File: src/rtl/alu_result_sink_if.sv
// Purpose: ALU-result and writeback handshake bundle between ALU, sink and regfile port.
// Latency: none (wires only).
// Backpressure: alu_ready from the sink, wb_ready from the writeback consumer.
// Ports: alu_valid/alu_ready/alu_c/alu_flags/flag_mask (ALU side),
//        wb_valid/wb_ready/wb_data (writeback side).
`timescale 1ns/1ps
interface alu_result_sink_if #(
    parameter int WIDTH  = 16,
    parameter int NFLAGS = 5
);
    logic              alu_valid;
    logic              alu_ready;
    logic [WIDTH-1:0]  alu_c;
    logic [NFLAGS-1:0] alu_flags;
    logic [NFLAGS-1:0] flag_mask;
    logic              wb_valid;
    logic              wb_ready;
    logic [WIDTH-1:0]  wb_data;

    // master: drives ALU results and the writeback ready
    modport master (
        output alu_valid, alu_c, alu_flags, flag_mask, wb_ready,
        input  alu_ready, wb_valid, wb_data
    );

    // slave: the result sink itself
    modport slave (
        input  alu_valid, alu_c, alu_flags, flag_mask, wb_ready,
        output alu_ready, wb_valid, wb_data
    );
endinterface

File: src/rtl/alu_result_sink.sv
// Purpose: one-entry writeback register for ALU results, PSR update under flag mask, condition evaluation.
// Latency: 1 cycle alu_valid -> wb_valid; psr/op_count update on the accepting edge; cond_true combinational.
// Backpressure: alu_ready = !wb_valid | wb_ready; a full, stalled entry freezes wb_data and psr.
// Ports: clk, rst_n (async active-low); bus (slave modport: ALU + writeback handshake);
//        psr_wr_en/psr_wr_data (direct PSR write); psr; cond/cond_true; op_count (saturating).
`timescale 1ns/1ps
module alu_result_sink #(
    parameter int WIDTH  = 16,
    parameter int NFLAGS = 5,
    parameter int CNT_W  = 16
) (
    input  logic                 clk,
    input  logic                 rst_n,
    alu_result_sink_if.slave     bus,
    input  logic                 psr_wr_en,
    input  logic [NFLAGS-1:0]    psr_wr_data,
    output logic [NFLAGS-1:0]    psr,
    input  logic [3:0]           cond,
    output logic                 cond_true,
    output logic [CNT_W-1:0]     op_count
);
    // PSR bit positions
    localparam int C_BIT = 4;
    localparam int L_BIT = 3;
    localparam int F_BIT = 2;
    localparam int Z_BIT = 1;
    localparam int N_BIT = 0;

    logic              wb_valid_q;
    logic [WIDTH-1:0]  wb_data_q;
    logic [NFLAGS-1:0] psr_q;
    logic [CNT_W-1:0]  cnt_q;
    logic              acc;

    // Accept whenever the entry is empty or is being drained this cycle,
    // so a continuous stream flows with no bubble.
    assign bus.alu_ready = ~wb_valid_q | bus.wb_ready;
    assign acc           = bus.alu_valid & bus.alu_ready;

    assign bus.wb_valid  = wb_valid_q;
    assign bus.wb_data   = wb_data_q;
    assign psr           = psr_q;
    assign op_count      = cnt_q;

    always_ff @(posedge clk or negedge rst_n) begin
        if (!rst_n) begin
            wb_valid_q <= 1'b0;
            wb_data_q  <= '0;
        end else if (acc) begin
            wb_valid_q <= 1'b1;
            wb_data_q  <= bus.alu_c;
        end else if (wb_valid_q && bus.wb_ready) begin
            // drained with nothing new: data is kept, only valid drops
            wb_valid_q <= 1'b0;
        end
    end

    // Direct write wins over the flag update of an op accepted in the same cycle.
    always_ff @(posedge clk or negedge rst_n) begin
        if (!rst_n) begin
            psr_q <= '0;
        end else if (psr_wr_en) begin
            psr_q <= psr_wr_data;
        end else if (acc) begin
            psr_q <= (psr_q & ~bus.flag_mask) | (bus.alu_flags & bus.flag_mask);
        end
    end

    always_ff @(posedge clk or negedge rst_n) begin
        if (!rst_n) begin
            cnt_q <= '0;
        end else if (acc && (cnt_q != {CNT_W{1'b1}})) begin
            cnt_q <= cnt_q + 1'b1;
        end
    end

    // Evaluated on the registered PSR only: a branch sees the flags of the
    // previously accepted op, never the one arriving this cycle.
    always_comb begin
        cond_true = 1'b0;
        case (cond)
            4'h0: cond_true =  psr_q[Z_BIT];
            4'h1: cond_true = ~psr_q[Z_BIT];
            4'h2: cond_true =  psr_q[C_BIT];
            4'h3: cond_true = ~psr_q[C_BIT];
            4'h4: cond_true =  psr_q[L_BIT];
            4'h5: cond_true = ~psr_q[L_BIT];
            4'h6: cond_true =  psr_q[N_BIT];
            4'h7: cond_true = ~psr_q[N_BIT];
            4'h8: cond_true =  psr_q[F_BIT];
            4'h9: cond_true = ~psr_q[F_BIT];
            4'hA: cond_true = ~psr_q[L_BIT] & ~psr_q[Z_BIT];
            4'hB: cond_true =  psr_q[L_BIT] |  psr_q[Z_BIT];
            4'hC: cond_true = ~psr_q[N_BIT] & ~psr_q[Z_BIT];
            4'hD: cond_true =  psr_q[N_BIT] |  psr_q[Z_BIT];
            4'hE: cond_true = 1'b1;
            4'hF: cond_true = 1'b0;
        endcase
    end
endmodule

File: src/flat_wrapper.sv
// flat-port wrapper written by rule: the top's interface ports become plain ports
module alu_result_sink_flat 
#(
    parameter int WIDTH  = 16,
    parameter int NFLAGS = 5,
    parameter int CNT_W  = 16
)
  (clk, rst_n, psr_wr_en, psr_wr_data, psr, cond, cond_true, op_count, bus_alu_valid, bus_alu_c, bus_alu_flags, bus_flag_mask, bus_wb_ready, bus_alu_ready, bus_wb_valid, bus_wb_data);
  alu_result_sink_if #(.WIDTH(WIDTH), .NFLAGS(NFLAGS)) bus_i ();
  input  logic clk;
  input  logic rst_n;
  input  logic psr_wr_en;
  input  logic [NFLAGS-1:0] psr_wr_data;
  output logic [NFLAGS-1:0] psr;
  input  logic [3:0] cond;
  output logic cond_true;
  output logic [CNT_W-1:0] op_count;
  input wire logic [$bits(bus_i.alu_valid)-1:0] bus_alu_valid;
  input wire logic [$bits(bus_i.alu_c)-1:0] bus_alu_c;
  input wire logic [$bits(bus_i.alu_flags)-1:0] bus_alu_flags;
  input wire logic [$bits(bus_i.flag_mask)-1:0] bus_flag_mask;
  input wire logic [$bits(bus_i.wb_ready)-1:0] bus_wb_ready;
  output wire logic [$bits(bus_i.alu_ready)-1:0] bus_alu_ready;
  output wire logic [$bits(bus_i.wb_valid)-1:0] bus_wb_valid;
  output wire logic [$bits(bus_i.wb_data)-1:0] bus_wb_data;
  assign bus_i.alu_valid = bus_alu_valid;
  assign bus_i.alu_c = bus_alu_c;
  assign bus_i.alu_flags = bus_alu_flags;
  assign bus_i.flag_mask = bus_flag_mask;
  assign bus_i.wb_ready = bus_wb_ready;
  assign bus_alu_ready = bus_i.alu_ready;
  assign bus_wb_valid = bus_i.wb_valid;
  assign bus_wb_data = bus_i.wb_data;
  alu_result_sink #(.WIDTH(WIDTH), .NFLAGS(NFLAGS), .CNT_W(CNT_W)) u_core (.clk(clk), .rst_n(rst_n), .bus(bus_i), .psr_wr_en(psr_wr_en), .psr_wr_data(psr_wr_data), .psr(psr), .cond(cond), .cond_true(cond_true), .op_count(op_count));
endmodule
File: config.mk
export PLATFORM = sky130hd
export DESIGN_NAME = alu_result_sink_flat
export DESIGN_NICKNAME = d
export VERILOG_FILES = /design/src/rtl/alu_result_sink_if.sv /design/src/rtl/alu_result_sink.sv /design/src/flat_wrapper.sv
export SDC_FILE = /design/constraint.sdc
export NUM_CORES = 1
export LEC_CHECK = 0
export CELL_PAD_IN_SITES_DETAIL_PLACEMENT = 1
export CELL_PAD_IN_SITES_GLOBAL_PLACEMENT = 2
export CORE_MARGIN = 3
export CORE_UTILIZATION = 38
export CTS_CLUSTER_DIAMETER = 100
export CTS_CLUSTER_SIZE = 16
export DETAILED_ROUTE_END_ITERATION = 16
export DONT_BUFFER_PORTS = 1
export PLACE_DENSITY = 0.87
export SLEW_MARGIN = 40
export SYNTH_ARGS = -nofsm -noshare
export SYNTH_HDL_FRONTEND = slang
export SYNTH_SLANG_ARGS = --single-unit
File: constraint.sdc
create_clock -name clk -period 3.57 [get_ports clk]
set_input_delay 0.1785 -clock clk [delete_from_list [all_inputs] [get_ports clk]]
set_output_delay 0.1785 -clock clk [all_outputs]
set_load 0.02 [all_outputs]
== Word level (Yosys, flattened, before mapping) ==
Cells that the tools add are included.
Word-level totals
  logic and storage cells: 47
  input bits: 40
  output and inout port bits: 40
  flip-flop bits (word level): 38
Cells by class
  reduce and logical (&&, ||, !) cells: 5
  $add $sub $neg: 1
  eq/ne operators: 16
  mux-type cells: 5
  bitwise logic cells: 16
Operators with widths (number)
  == test 4 bit (second input constant): 8
  adder 16 x 1 -> 16 bit (second input constant): 1
  == test 4 x 3 -> 1 bit (second input constant): 4
  != test 16 bit (second input constant): 1
  one-hot mux 1 bit (16 select lines): 1
  AND 5 bit: 2
  2-to-1 mux 5 bit: 2
  == test 4 x 2 -> 1 bit (second input constant): 2
  inverter 1 bit: 6
  inverter 5 bit: 1
  OR 5 bit: 1
  == test 4 x 1 -> 1 bit (second input constant): 1
  zero test 4 bit: 1
  nonzero test 2 bit: 2
  AND 1 bit: 3
  OR 1 bit: 3
  logical AND 1 bit: 2
  2-to-1 mux 1 bit: 2

== Depth between registers and ports, before layout ==
Gate-level depths: netlist of the first run.
  word-level depth: 5
  depth in mapped cells: 8
  depth with buffers taken out: 6

== Least setup slack after synthesis of the first run ==
OpenSTA, ideal clock, no wires.
  kind: register to register
  start point: reg u_core.cnt_q[0] (netlist: u_core.op_count[0])
  end point: reg u_core.cnt_q[14] (netlist: u_core.op_count[14])
  path slack: 1.816 ns
  data arrival time: 1.619 ns
  clock period less this slack: 1.754 ns
  path buffers: 0
  data required time: 3.435 ns
  cell stages (with the launch flop): 7
  cell sequence: dfrtp_1 > ha_1 > and3_1 > nand3_1 > nor3_2 > and4b_1 > a21oi_1
Between the ends
  longest elaborated chain between the ends: 2
Ends and longest elaborated chain
  from (decl): line alu_result_sink.sv:32  | logic [CNT_W-1:0] cnt_q;
  from (signal assigned): line alu_result_sink.sv:73  | cnt_q <= cnt_q + 1'b1;
  branches (longest 2 deep; another with adder 16 x 1 -> 16 bit)
Parallel ways; which one is timed is not known.
A chain may end at the register's enable or synchronous reset.

== Final worst setup path of the first run ==
  start point: reg u_core.wb_valid_q (netlist: u_core.bus.wb_valid)
  end point: reg u_core.cnt_q[1] (netlist: u_core.op_count[1])
Between the ends
  longest elaborated chain between the ends: 4
Ends and longest elaborated chain
  from (decl): line alu_result_sink.sv:29  | logic wb_valid_q;
  from (signal assigned): line alu_result_sink.sv:47  | wb_valid_q <= 1'b0;
  from (signal assigned): line alu_result_sink.sv:50  | wb_valid_q <= 1'b1;
  from (signal assigned): line alu_result_sink.sv:54  | wb_valid_q <= 1'b0;
  inverter 1 bit: line alu_result_sink.sv:37  | assign bus.alu_ready = ~wb_valid_q | bus.wb_ready;
  OR 1 bit: line alu_result_sink.sv:37
  via bus_alu_ready: line flat_wrapper.sv:23  | output wire logic [$bits(bus_i.alu_ready)-1:0] bus_alu_ready;
  AND 1 bit: line alu_result_sink.sv:38  | assign acc = bus.alu_valid & bus.alu_ready;
  logical AND 1 bit: line alu_result_sink.sv:72  | end else if (acc && (cnt_q != {CNT_W{1'b1}})) begin
The timed path passes the listed nets, and every way through them passes these cells.

==> results of run 1 <==
## cell type report
class / instances / area (um2)
repair buffers: 17 / 180
multi-input cells: 152 / 862
well taps: 65 / 81.3
flip-flops and latches: 38 / 951
inverters: 2 / 7.51
clock inverters: 2 / 12.5
fillers: 525 / 2360
clock buffers: 6 / 82.6
## logic make-up (layout without fill, tap and decap cells)
group	after synthesis	after routing	synth area share (%)
AO/OA/AOI/OAI	29	29	9.64
multiplexers	7	7	3.84
adder cells (fa/ha/maj)	1	1	0.674
AND/OR/NAND/NOR	106	106	28.0
buffers and inverters	11	27	2.43
flip-flops	38	38	51.2
XOR/XNOR	9	9	4.24
## metal layers
metal / vias to the layer above / track usage, %
met5: - / 0
met4: 0 / 3.99
met3: 2 / 6.75
met2: 46 / 30.7
met1: 740 / 19.1
li1: 712 / -
## worst max-delay path: stages, from the launching register on
cell and delay (ns):
dfrtp_1 0.47, nand2b_1 0.35, nand2_1 0.49, a31oi_2 0.45
mux2_1 0.36
## path summary, 6_finish.rpt
path	end	slack, ns	cells after the start
max	u_core.op_count[1]$_DFFE_PN0P_	1.33	4
min	u_core.bus.wb_data[9]$_DFFE_PN0P_	0.009	2
max reg2reg	u_core.op_count[1]$_DFFE_PN0P_	1.33	4
min reg2reg	u_core.bus.wb_data[1]$_DFFE_PN0P_	0.63	2
max in group asynchronous	u_core.bus.wb_data[3]$_DFFE_PN0P_	3.03	2
min in group asynchronous	u_core.op_count[12]$_DFFE_PN0P_	0.35	2
## power breakdown
part	switching [mW]	internal [mW]	leakage, nW
Clock	0.150	0.155	0.0472
Sequential	0.182	0.496	0.474
Combinational	0.0925	0.0807	0.455
Total	0.424	0.732	0.975
## metrics by stage
stage          power [mW]  cells  util (%)  hold WS (ns)
5_1_grt              1.23    282      48.0      0.000740
6_report             1.16    282      48.0       0.00892
4_1_cts              1.17    280      47.5      0.000422
2_1_floorplan       0.781    201         -        -0.117
3_3_place_gp        0.820    257      41.9        -0.116
3_5_place_dp        0.839    257      41.9        -0.116
## placed cells by master, fill, tap and decap left out, types with 2 or more instances in the layout
master | synthesis | routed
nor3_2 | 2 | 2
nor3b_1 | 2 | 2
clkbuf_8 | 0 | 6
a31oi_1 | 6 | 6
inv_1 | 2 | 2
nor2_1 | 10 | 10
o21ai_0 | 6 | 6
nor3_1 | 2 | 2
a21oi_1 | 8 | 8
xor2_1 | 5 | 5
nand3b_1 | 3 | 3
nand2b_1 | 3 | 3
mux2i_1 | 6 | 6
o21a_1 | 3 | 3
dlygate4sd3_1 | 0 | 16
nand4_1 | 2 | 2
dfrtp_1 | 38 | 38
nand3_1 | 10 | 10
xnor2_1 | 4 | 4
nand2_1 | 64 | 64
## timing repair
| item | 4_1_cts | 5_1_grt |
|---|---|---|
| endpoints found under the hold margin | 52 | 2 |
| hold buffers | 15 | 2 |
| setup buffers | 0 | 0 |
==> report_table.html, run 1 <==
<table>
<tr><th>Metric</th><th>Value</th></tr>
<tr><th colspan="2">Placed design</th></tr>
<tr><td>Worst-case setup slack after placement</td><td>1.31 ns</td></tr>
<tr><td>Number of port buffers</td><td>0</td></tr>
<tr><td>Post-DP HPWL</td><td>3540 um</td></tr>
<tr><td>Placer Congestion</td><td>0.745</td></tr>
<tr><td>Dpl cell area</td><td>0.00190 mm2</td></tr>
<tr><th colspan="2">Critical path</th></tr>
<tr><td>Startpoint class of the critical path</td><td>flop</td></tr>
<tr><td>Crit Path Max Fanout</td><td>19</td></tr>
<tr><td>Category of the worst setup path capture point</td><td>flop</td></tr>
<tr><td>Setup Crit Path Kind</td><td>reg2reg</td></tr>
<tr><td>Endpoint required time on the critical path</td><td>3.74 ns</td></tr>
<tr><td>FF-to-FF Start</td><td>u_core.bus.wb_valid$_DFFE_PN0P_</td></tr>
<tr><td>First element of the critical path</td><td>u_core.bus.wb_valid$_DFFE_PN0P_</td></tr>
<tr><td>Worst Path Arrival</td><td>2.40 ns</td></tr>
<tr><th colspan="2">Timing</th></tr>
<tr><td>Final setup violation count</td><td>0</td></tr>
<tr><td>Final hold vios</td><td>0</td></tr>
<tr><td>Highest clock frequency the design can meet</td><td>447 MHz</td></tr>
<tr><td>Period utilisation layout</td><td>62.6%</td></tr>
<tr><td>Final Max Slew Viols</td><td>0</td></tr>
<tr><td>Setup repair after global routing missed its margin</td><td>no</td></tr>
<tr><td>Post-route setup TNS</td><td>0 ns</td></tr>
<tr><td>Worst clock skew on the final layout</td><td>0.00700 ns</td></tr>
<tr><td>Worst Tran Pin Value</td><td>0.643 ns</td></tr>
<tr><td>Max transition margin</td><td>56.7%</td></tr>
<tr><td>Post-route worst setup slack</td><td>1.33 ns</td></tr>
<tr><td>Clock period minus worst slack</td><td>2.24 ns</td></tr>
<tr><th colspan="2">Yosys</th></tr>
<tr><td>Yosys Warn Count</td><td>0</td></tr>
<tr><td>Sequential fraction of the synthesis area</td><td>51.2%</td></tr>
<tr><td>Count of flip-flops with a built-in enable after synthesis</td><td>0</td></tr>
<tr><td>Most common cell in the synthesized netlist</td><td>nand2_1</td></tr>
<tr><td>Commonest register cell after synthesis</td><td>dfrtp_1</td></tr>
<tr><td>Synthesis-stage register bit count</td><td>38</td></tr>
<tr><td>Leading cell types by total area after synthesis</td><td>dfrtp_1 (51%), nand2_1 (13%), mux2i_1 (3.2%), nand3_1 (2.7%), xor2_1 (2.4%)</td></tr>
<tr><td>Gate count of the mapped netlist</td><td>201</td></tr>
<tr><td>Largest area contributor in the netlist</td><td>dfrtp_1</td></tr>
<tr><td>Post-Synthesis Mean Instance Area</td><td>9.24 um2</td></tr>
<tr><td>Post-synth ARST share</td><td>100%</td></tr>
<tr><td>Proportion of netlist area held by the largest area contributor</td><td>51.2%</td></tr>
<tr><td>Post-Synthesis Net Count</td><td>242</td></tr>
<tr><td>Top cells by instance count after synthesis</td><td>nand2_1 (64), dfrtp_1 (38), nand3_1 (10), nor2_1 (10), a21oi_1 (8)</td></tr>
<tr><td>Number of different library cells in the post-synthesis netlist</td><td>37</td></tr>
<tr><td>Area of the mapped netlist</td><td>0.00186 mm2</td></tr>
<tr><th colspan="2">Worst hold path</th></tr>
<tr><td>Hold Path Class</td><td>in2reg</td></tr>
<tr><td>Startpoint of the tightest hold check path</td><td>bus_alu_c[9]</td></tr>
<tr><th colspan="2">CTS</th></tr>
<tr><td>CTS tree</td><td>done</td></tr>
<tr><td>Clk_lat worst skew</td><td>0.28 ns</td></tr>
<tr><td>Resized cells post-CTS</td><td>0</td></tr>
<tr><td>TritonCTS buffer count</td><td>5</td></tr>
<tr><td>Sinks on the clock net</td><td>38</td></tr>
<tr><td>Number of H-tree levels</td><td>2</td></tr>
<tr><td>Cell at the root of the clock tree</td><td>clkbuf_8</td></tr>
<tr><td>Worst-case clock buffer depth</td><td>2</td></tr>
<tr><td>Clock-pin transition on the worst setup and hold timing paths</td><td>0.08 ns</td></tr>
<tr><th colspan="2">Route</th></tr>
<tr><td>Post-route DRC violation count</td><td>0</td></tr>
<tr><td>Met2 wire len</td><td>2530 um</td></tr>
<tr><td>First-pass DRT Iterations</td><td>4</td></tr>
<tr><td>Highest metal layer with signal wires</td><td>met4</td></tr>
<tr><td>DR vias</td><td>1500</td></tr>
<tr><td>Number of DRC markers after the initial detailed-route iteration</td><td>53</td></tr>
<tr><td>Average routed wire per standard cell</td><td>17.0 um</td></tr>
<tr><td>WL met3</td><td>360 um</td></tr>
<tr><td>Sum of routed wire segments on met1</td><td>1900 um</td></tr>
<tr><td>Vias per inst</td><td>5.32</td></tr>
<tr><td>Wirelength, routed</td><td>4800 um</td></tr>
<tr><td>Antenna viol nets, final</td><td>0</td></tr>
<tr><th colspan="2">GRT</th></tr>
<tr><td>Pin count of the biggest net entering global routing</td><td>39</td></tr>
<tr><td>Global route total overflow</td><td>0</td></tr>
<tr><td>Antenna violations before repair</td><td>0</td></tr>
<tr><td>Total routing resource utilization after global routing</td><td>17.1%</td></tr>
<tr><td>Wire length of the first global-routing pass</td><td>8000 um</td></tr>
<tr><td>Vias in the first global route</td><td>1611</td></tr>
<tr><th colspan="2">Floorplan</th></tr>
<tr><td>Die area</td><td>0.00576 mm2</td></tr>
<tr><td>Initial Util</td><td>40.9%</td></tr>
<tr><td>Height of the die</td><td>75.9 um</td></tr>
<tr><td>Count of pins on the block boundary</td><td>80</td></tr>
<tr><td>Die width</td><td>75.9 um</td></tr>
<tr><td>Floorplan Core Area</td><td>0.00453 mm2</td></tr>
<tr><td>Number of rows in the core area</td><td>24</td></tr>
<tr><th colspan="2">Cells and area</th></tr>
<tr><td>Fraction of layout cells with a size suffix above 1</td><td>7.83%</td></tr>
<tr><td>Signed area change from the synthesized netlist to the final layout</td><td>17.3%</td></tr>
<tr><td>Number of nets in the finished design</td><td>257</td></tr>
<tr><td>Post-Layout Inst Area</td><td>0.00218 mm2</td></tr>
<tr><td>Diode insertion count for antenna repair</td><td>0</td></tr>
<tr><th colspan="2">Job</th></tr>
<tr><td>Count of maximum capacitance violations</td><td>0</td></tr>
<tr><th colspan="2">Pwr</th></tr>
<tr><td>Worst voltage drop across the vdd grid</td><td>220 uV</td></tr>
<tr><td>Static Leak</td><td>0.975 nW</td></tr>
<tr><td>Areal power density over the cells</td><td>531 mW/mm2</td></tr>
<tr><th colspan="2">Run status</th></tr>
<tr><td>Run status</td><td>complete, no violations</td></tr>
</table>
No activity file was read; power rests on OpenSTA's default activity.
==> inputs of run 2 (changes only) <==
--- a/config.mk
+++ b/config.mk
@@ -5,15 +5,16 @@
 export SDC_FILE = /design/constraint.sdc
 export NUM_CORES = 1
 export LEC_CHECK = 0
+export ABC_AREA = 1
 export CELL_PAD_IN_SITES_DETAIL_PLACEMENT = 1
 export CELL_PAD_IN_SITES_GLOBAL_PLACEMENT = 2
 export CORE_MARGIN = 3
-export CORE_UTILIZATION = 38
+export CORE_UTILIZATION = 30
 export CTS_CLUSTER_DIAMETER = 100
 export CTS_CLUSTER_SIZE = 16
 export DETAILED_ROUTE_END_ITERATION = 16
 export DONT_BUFFER_PORTS = 1
-export PLACE_DENSITY = 0.87
+export PLACE_DENSITY = 0.78
 export SLEW_MARGIN = 40
 export SYNTH_ARGS = -nofsm -noshare
 export SYNTH_HDL_FRONTEND = slang
==> constraint.sdc (replaced) <==
create_clock -name clk -period 1.8 [get_ports clk]
set_input_delay 0.09 -clock clk [delete_from_list [all_inputs] [get_ports clk]]
set_output_delay 0.09 -clock clk [all_outputs]
set_load 0.02 [all_outputs]
==> run 2 against run 1 <==
  * Synthesized cell count is 42% higher
  * Sequential share of layout area shrank 9.3 points
  * First-iteration DRC count decreased by 28%
  * Via count rose by 32%
  * Combinational power rose to 4.1 times the previous value
  * Setup slack got worse by 1.2 ns
  * Clock skew fell by 0.0017 ns
  * Global-route usage decreased by 0.53 points
  * Hold slack gained 0.017 ns
  * Sequential power increased by 71%
  * Wire length up 33%
  * Clock power grew to 2.9 times the previous value
  * Critical endpoint is now cond_true
  * Largest cell class is now multi-input gates
==> report_table.html, run 2 <==
<table>
<tr><th>Metric</th><th>Value</th></tr>
<tr><th colspan="2">Run status</th></tr>
<tr><td>Run status</td><td>complete, no violations</td></tr>
<tr><th colspan="2">CTS</th></tr>
<tr><td>Sinks on the clock net</td><td>38</td></tr>
<tr><td>CTS tree</td><td>done</td></tr>
<tr><td>TritonCTS buffer count</td><td>5</td></tr>
<tr><td>Cell at the root of the clock tree</td><td>clkbuf_8</td></tr>
<tr><td>Worst-case clock buffer depth</td><td>2</td></tr>
<tr><td>Clk_lat worst skew</td><td>0.29 ns</td></tr>
<tr><td>Number of H-tree levels</td><td>2</td></tr>
<tr><td>Clock-pin transition on the worst setup and hold timing paths</td><td>0.08 ns</td></tr>
<tr><th colspan="2">Cells and area</th></tr>
<tr><td>Diode insertion count for antenna repair</td><td>0</td></tr>
<tr><td>Final-layout fill cell count</td><td>820</td></tr>
<tr><td>Leading cell types in the layout, fill and taps excluded</td><td>nand2_1 (131), dfrtp_1 (38), inv_1 (30)</td></tr>
<tr><td>Number of nets in the finished design</td><td>378</td></tr>
<tr><td>Most common library cell in the layout ignoring fill and taps</td><td>nand2_1</td></tr>
<tr><td>Fraction of layout cells with a size suffix above 1</td><td>12.4%</td></tr>
<tr><td>Signed area change from the synthesized netlist to the final layout</td><td>32.4%</td></tr>
<tr><td>Post-Layout Inst Area</td><td>0.00277 mm2</td></tr>
<tr><th colspan="2">Yosys</th></tr>
<tr><td>Most common cell in the synthesized netlist</td><td>nand2_1</td></tr>
<tr><td>Commonest register cell after synthesis</td><td>dfrtp_1</td></tr>
<tr><td>Post-Synthesis Net Count</td><td>326</td></tr>
<tr><td>Synthesis-stage register bit count</td><td>38</td></tr>
<tr><td>Yosys Warn Count</td><td>0</td></tr>
<tr><td>Number of different library cells in the post-synthesis netlist</td><td>23</td></tr>
<tr><td>Largest area contributor in the netlist</td><td>dfrtp_1</td></tr>
<tr><td>Proportion of netlist area held by the largest area contributor</td><td>45.5%</td></tr>
<tr><td>Top cells by instance count after synthesis</td><td>nand2_1 (131), dfrtp_1 (38), inv_1 (30), nor2_1 (22), nand3_1 (15)</td></tr>
<tr><td>Post-Synthesis Mean Instance Area</td><td>7.34 um2</td></tr>
<tr><td>Leading cell types by total area after synthesis</td><td>dfrtp_1 (45%), nand2_1 (24%), inv_1 (5.4%), nor2_1 (3.9%), xor2_1 (3.8%)</td></tr>
<tr><td>Sequential fraction of the synthesis area</td><td>45.5%</td></tr>
<tr><td>Area of the mapped netlist</td><td>0.00209 mm2</td></tr>
<tr><td>Count of flip-flops with a built-in enable after synthesis</td><td>0</td></tr>
<tr><td>Gate count of the mapped netlist</td><td>285</td></tr>
<tr><td>Post-synth ARST share</td><td>100%</td></tr>
<tr><th colspan="2">Critical path</th></tr>
<tr><td>Category of the worst setup path capture point</td><td>primary output</td></tr>
<tr><td>Worst Path Arrival</td><td>1.55 ns</td></tr>
<tr><td>FF-to-FF Start</td><td>u_core.op_count[1]$_DFFE_PN0P_</td></tr>
<tr><td>Endpoint required time on the critical path</td><td>1.71 ns</td></tr>
<tr><td>Worst R2R Setup Slack</td><td>0.25 ns</td></tr>
<tr><td>Startpoint class of the critical path</td><td>flop</td></tr>
<tr><td>Setup Crit Path Kind</td><td>reg2out</td></tr>
<tr><td>Crit Path Max Fanout</td><td>4</td></tr>
<tr><td>R2R depth</td><td>8</td></tr>
<tr><td>Destination of the worst register-to-register timing path</td><td>u_core.op_count[2]$_DFFE_PN0P_</td></tr>
<tr><th colspan="2">GRT</th></tr>
<tr><td>Antenna violations before repair</td><td>0</td></tr>
<tr><td>Global route total overflow</td><td>0</td></tr>
<tr><td>Wire length of the first global-routing pass</td><td>9990 um</td></tr>
<tr><td>Pin count of the biggest net entering global routing</td><td>39</td></tr>
<tr><td>Vias in the first global route</td><td>2047</td></tr>
<tr><td>Total routing resource utilization after global routing</td><td>16.6%</td></tr>
<tr><th colspan="2">Floorplan</th></tr>
<tr><td>Die width</td><td>89.5 um</td></tr>
<tr><td>Die area</td><td>0.00801 mm2</td></tr>
<tr><td>Height of the die</td><td>89.5 um</td></tr>
<tr><td>Count of pins on the block boundary</td><td>80</td></tr>
<tr><td>Number of rows in the core area</td><td>29</td></tr>
<tr><td>Floorplan Core Area</td><td>0.00657 mm2</td></tr>
<tr><td>Initial Util</td><td>31.8%</td></tr>
<tr><th colspan="2">Timing</th></tr>
<tr><td>Worst clock skew on the final layout</td><td>0.00530 ns</td></tr>
<tr><td>Highest clock frequency the design can meet</td><td>610 MHz</td></tr>
<tr><td>Post-route worst setup slack</td><td>0.161 ns</td></tr>
<tr><td>Post-route setup TNS</td><td>0 ns</td></tr>
<tr><td>Final Max Slew Viols</td><td>0</td></tr>
<tr><td>Period utilisation layout</td><td>91.1%</td></tr>
<tr><td>Clock period minus worst slack</td><td>1.64 ns</td></tr>
<tr><td>Final setup violation count</td><td>0</td></tr>
<tr><td>Final hold vios</td><td>0</td></tr>
<tr><td>Max transition margin</td><td>67.6%</td></tr>
<tr><td>Worst Tran Pin Value</td><td>0.480 ns</td></tr>
<tr><td>Setup repair after global routing missed its margin</td><td>no</td></tr>
<tr><th colspan="2">Pwr</th></tr>
<tr><td>Net switching share of the total power</td><td>34.0%</td></tr>
<tr><td>Switching power</td><td>0.934 mW</td></tr>
<tr><td>Static Leak</td><td>1.38 nW</td></tr>
<tr><td>Worst voltage drop across the vdd grid</td><td>449 uV</td></tr>
<tr><td>Internal power of the cells</td><td>1.81 mW</td></tr>
<tr><td>Proportion of power drawn by the clock network</td><td>32.2%</td></tr>
<tr><td>Register share of total power</td><td>42.2%</td></tr>
<tr><td>Combinational Power Share</td><td>25.5%</td></tr>
<tr><td>Areal power density over the cells</td><td>991 mW/mm2</td></tr>
<tr><th colspan="2">Worst hold path</th></tr>
<tr><td>Hold Path Class</td><td>in2reg</td></tr>
<tr><td>Startpoint of the tightest hold check path</td><td>bus_alu_flags[1]</td></tr>
<tr><td>Hold Path Stages</td><td>2</td></tr>
<tr><th colspan="2">Placed design</th></tr>
<tr><td>Dpl cell area</td><td>0.00233 mm2</td></tr>
<tr><td>Number of port buffers</td><td>0</td></tr>
<tr><td>Worst-case setup slack after placement</td><td>0.0230 ns</td></tr>
<tr><td>Placer Congestion</td><td>0.727</td></tr>
<tr><td>Post-DP HPWL</td><td>4450 um</td></tr>
<tr><th colspan="2">Route</th></tr>
<tr><td>First-pass DRT Iterations</td><td>4</td></tr>
<tr><td>Number of DRC markers after the initial detailed-route iteration</td><td>38</td></tr>
<tr><td>Antenna viol nets, final</td><td>0</td></tr>
<tr><td>Post-route DRC violation count</td><td>0</td></tr>
<tr><td>Average routed wire per standard cell</td><td>14.8 um</td></tr>
<tr><td>Wirelength, routed</td><td>6360 um</td></tr>
<tr><td>DR vias</td><td>1983</td></tr>
<tr><td>Vias per inst</td><td>4.60</td></tr>
<tr><th colspan="2">Job</th></tr>
<tr><td>Count of maximum capacitance violations</td><td>0</td></tr>
</table>
-- run 2: cell types whose count changed after synthesis, moves of 6 or more --
cell,change
a21oi_1,-8
a31oi_1,-6
inv_1,+28
mux2i_1,-6
nand2_1,+67
nor2_1,+12
-- run 2: timing repair --
| item | 4_1_cts | 5_1_grt |
|---|---|---|
| endpoints found under the hold margin | 59 | 0 |
| hold buffers | 28 | 0 |
| setup endpoints to repair | 0 | 12 |
| gates resized for setup | 0 | 2 |
| setup buffers | 0 | 0 |
-- run 2: cell type report --
class | count | area (um2) | share of cell area [%]
Multi-Input combinational cell | 210 | 985 | 35.6
Sequential cell | 38 | 951 | 34.3
Timing Repair Buffer | 51 | 463 | 16.7
Inverter | 31 | 116 | 4.20
Tap cell | 93 | 116 | 4.20
Clock buffer | 5 | 68.8 | 2.49
Clock inverter | 3 | 68.8 | 2.49
-- run 2: logic make-up (layout without fill, tap and decap cells) --
family                     after synthesis  count (layout)  synth area share [%]
xor gates and xnor gates                12              12                  5.03
DFF                                     38              38                  45.5
and+or+nand+nor                        180             180                  35.6
buffers and inverters                   37              90                  7.78
AOI/OAI and AO/OA                       17              17                  5.51
adders and majority gates                1               1                 0.598
-- run 2: through the flow --
stage          hold slack (ns)  instances  util, %  total power, mW
3_3_place_gp            -0.203        395     35.5             1.78
2_1_floorplan           -0.206        285        -             1.57
5_1_grt                 0.0344        431     42.2             2.94
6_report                0.0262        431     42.2             2.74
4_1_cts                0.00591        431     42.0             2.80
3_5_place_dp            -0.204        395     35.5             1.80
-- run 2: how the worst max path moves through the flow --
stage / start / endpoint / slack (ns)
after global placement: u_core.op_count[0]$_DFFE_PN0P_ / u_core.op_count[4]$_DFFE_PN0P_ / 0.10
final: flop / cond_true / 0.16
after detailed placement: u_core.op_count[0]$_DFFE_PN0P_ / u_core.op_count[4]$_DFFE_PN0P_ / 0.02
after CTS: u_core.op_count[0]$_DFFE_PN0P_ / u_core.op_count[5]$_DFFE_PN0P_ / 0.02
after global routing: flop / cond_true / 0.03
after floorplan: u_core.op_count[0]$_DFFE_PN0P_ / u_core.op_count[10]$_DFFE_PN0P_ / 0.17
-- run 2: metal layers --
| metal | part of all wire (%) | GRT usage [%] | wire length [um] |
|---|---|---|---|
| met3 | 7.1 | 4.98 | 453 |
| met2 | 49 | 28.1 | 3100 |
| met4 | 1.3 | 5.01 | 85 |
| met1 | 43 | 20.2 | 2730 |
| met5 | 0 | 0 | 0 |
-- run 2: critical path, cell delays in order, from the launching register on --
cell and delay [ns]:
dfrtp_1 0.49, inv_1 0.13, nand3_1 0.08, nand3_1 0.08, nand2_1 0.05, nand2_1 0.07, nor2_1 0.05, nor2_1 0.31
-- run 2: power groups by stage --
| stage | registers, mW | clock network (mW) | logic, mW |
|---|---|---|---|
| floorplan | 1.27 | 0 | 0.303 |
| global placement | 1.17 | 0 | 0.604 |
| global route | 1.18 | 0.964 | 0.788 |
| finish | 1.16 | 0.885 | 0.701 |
| detailed placement | 1.17 | 0 | 0.625 |
| CTS | 1.16 | 0.930 | 0.704 |
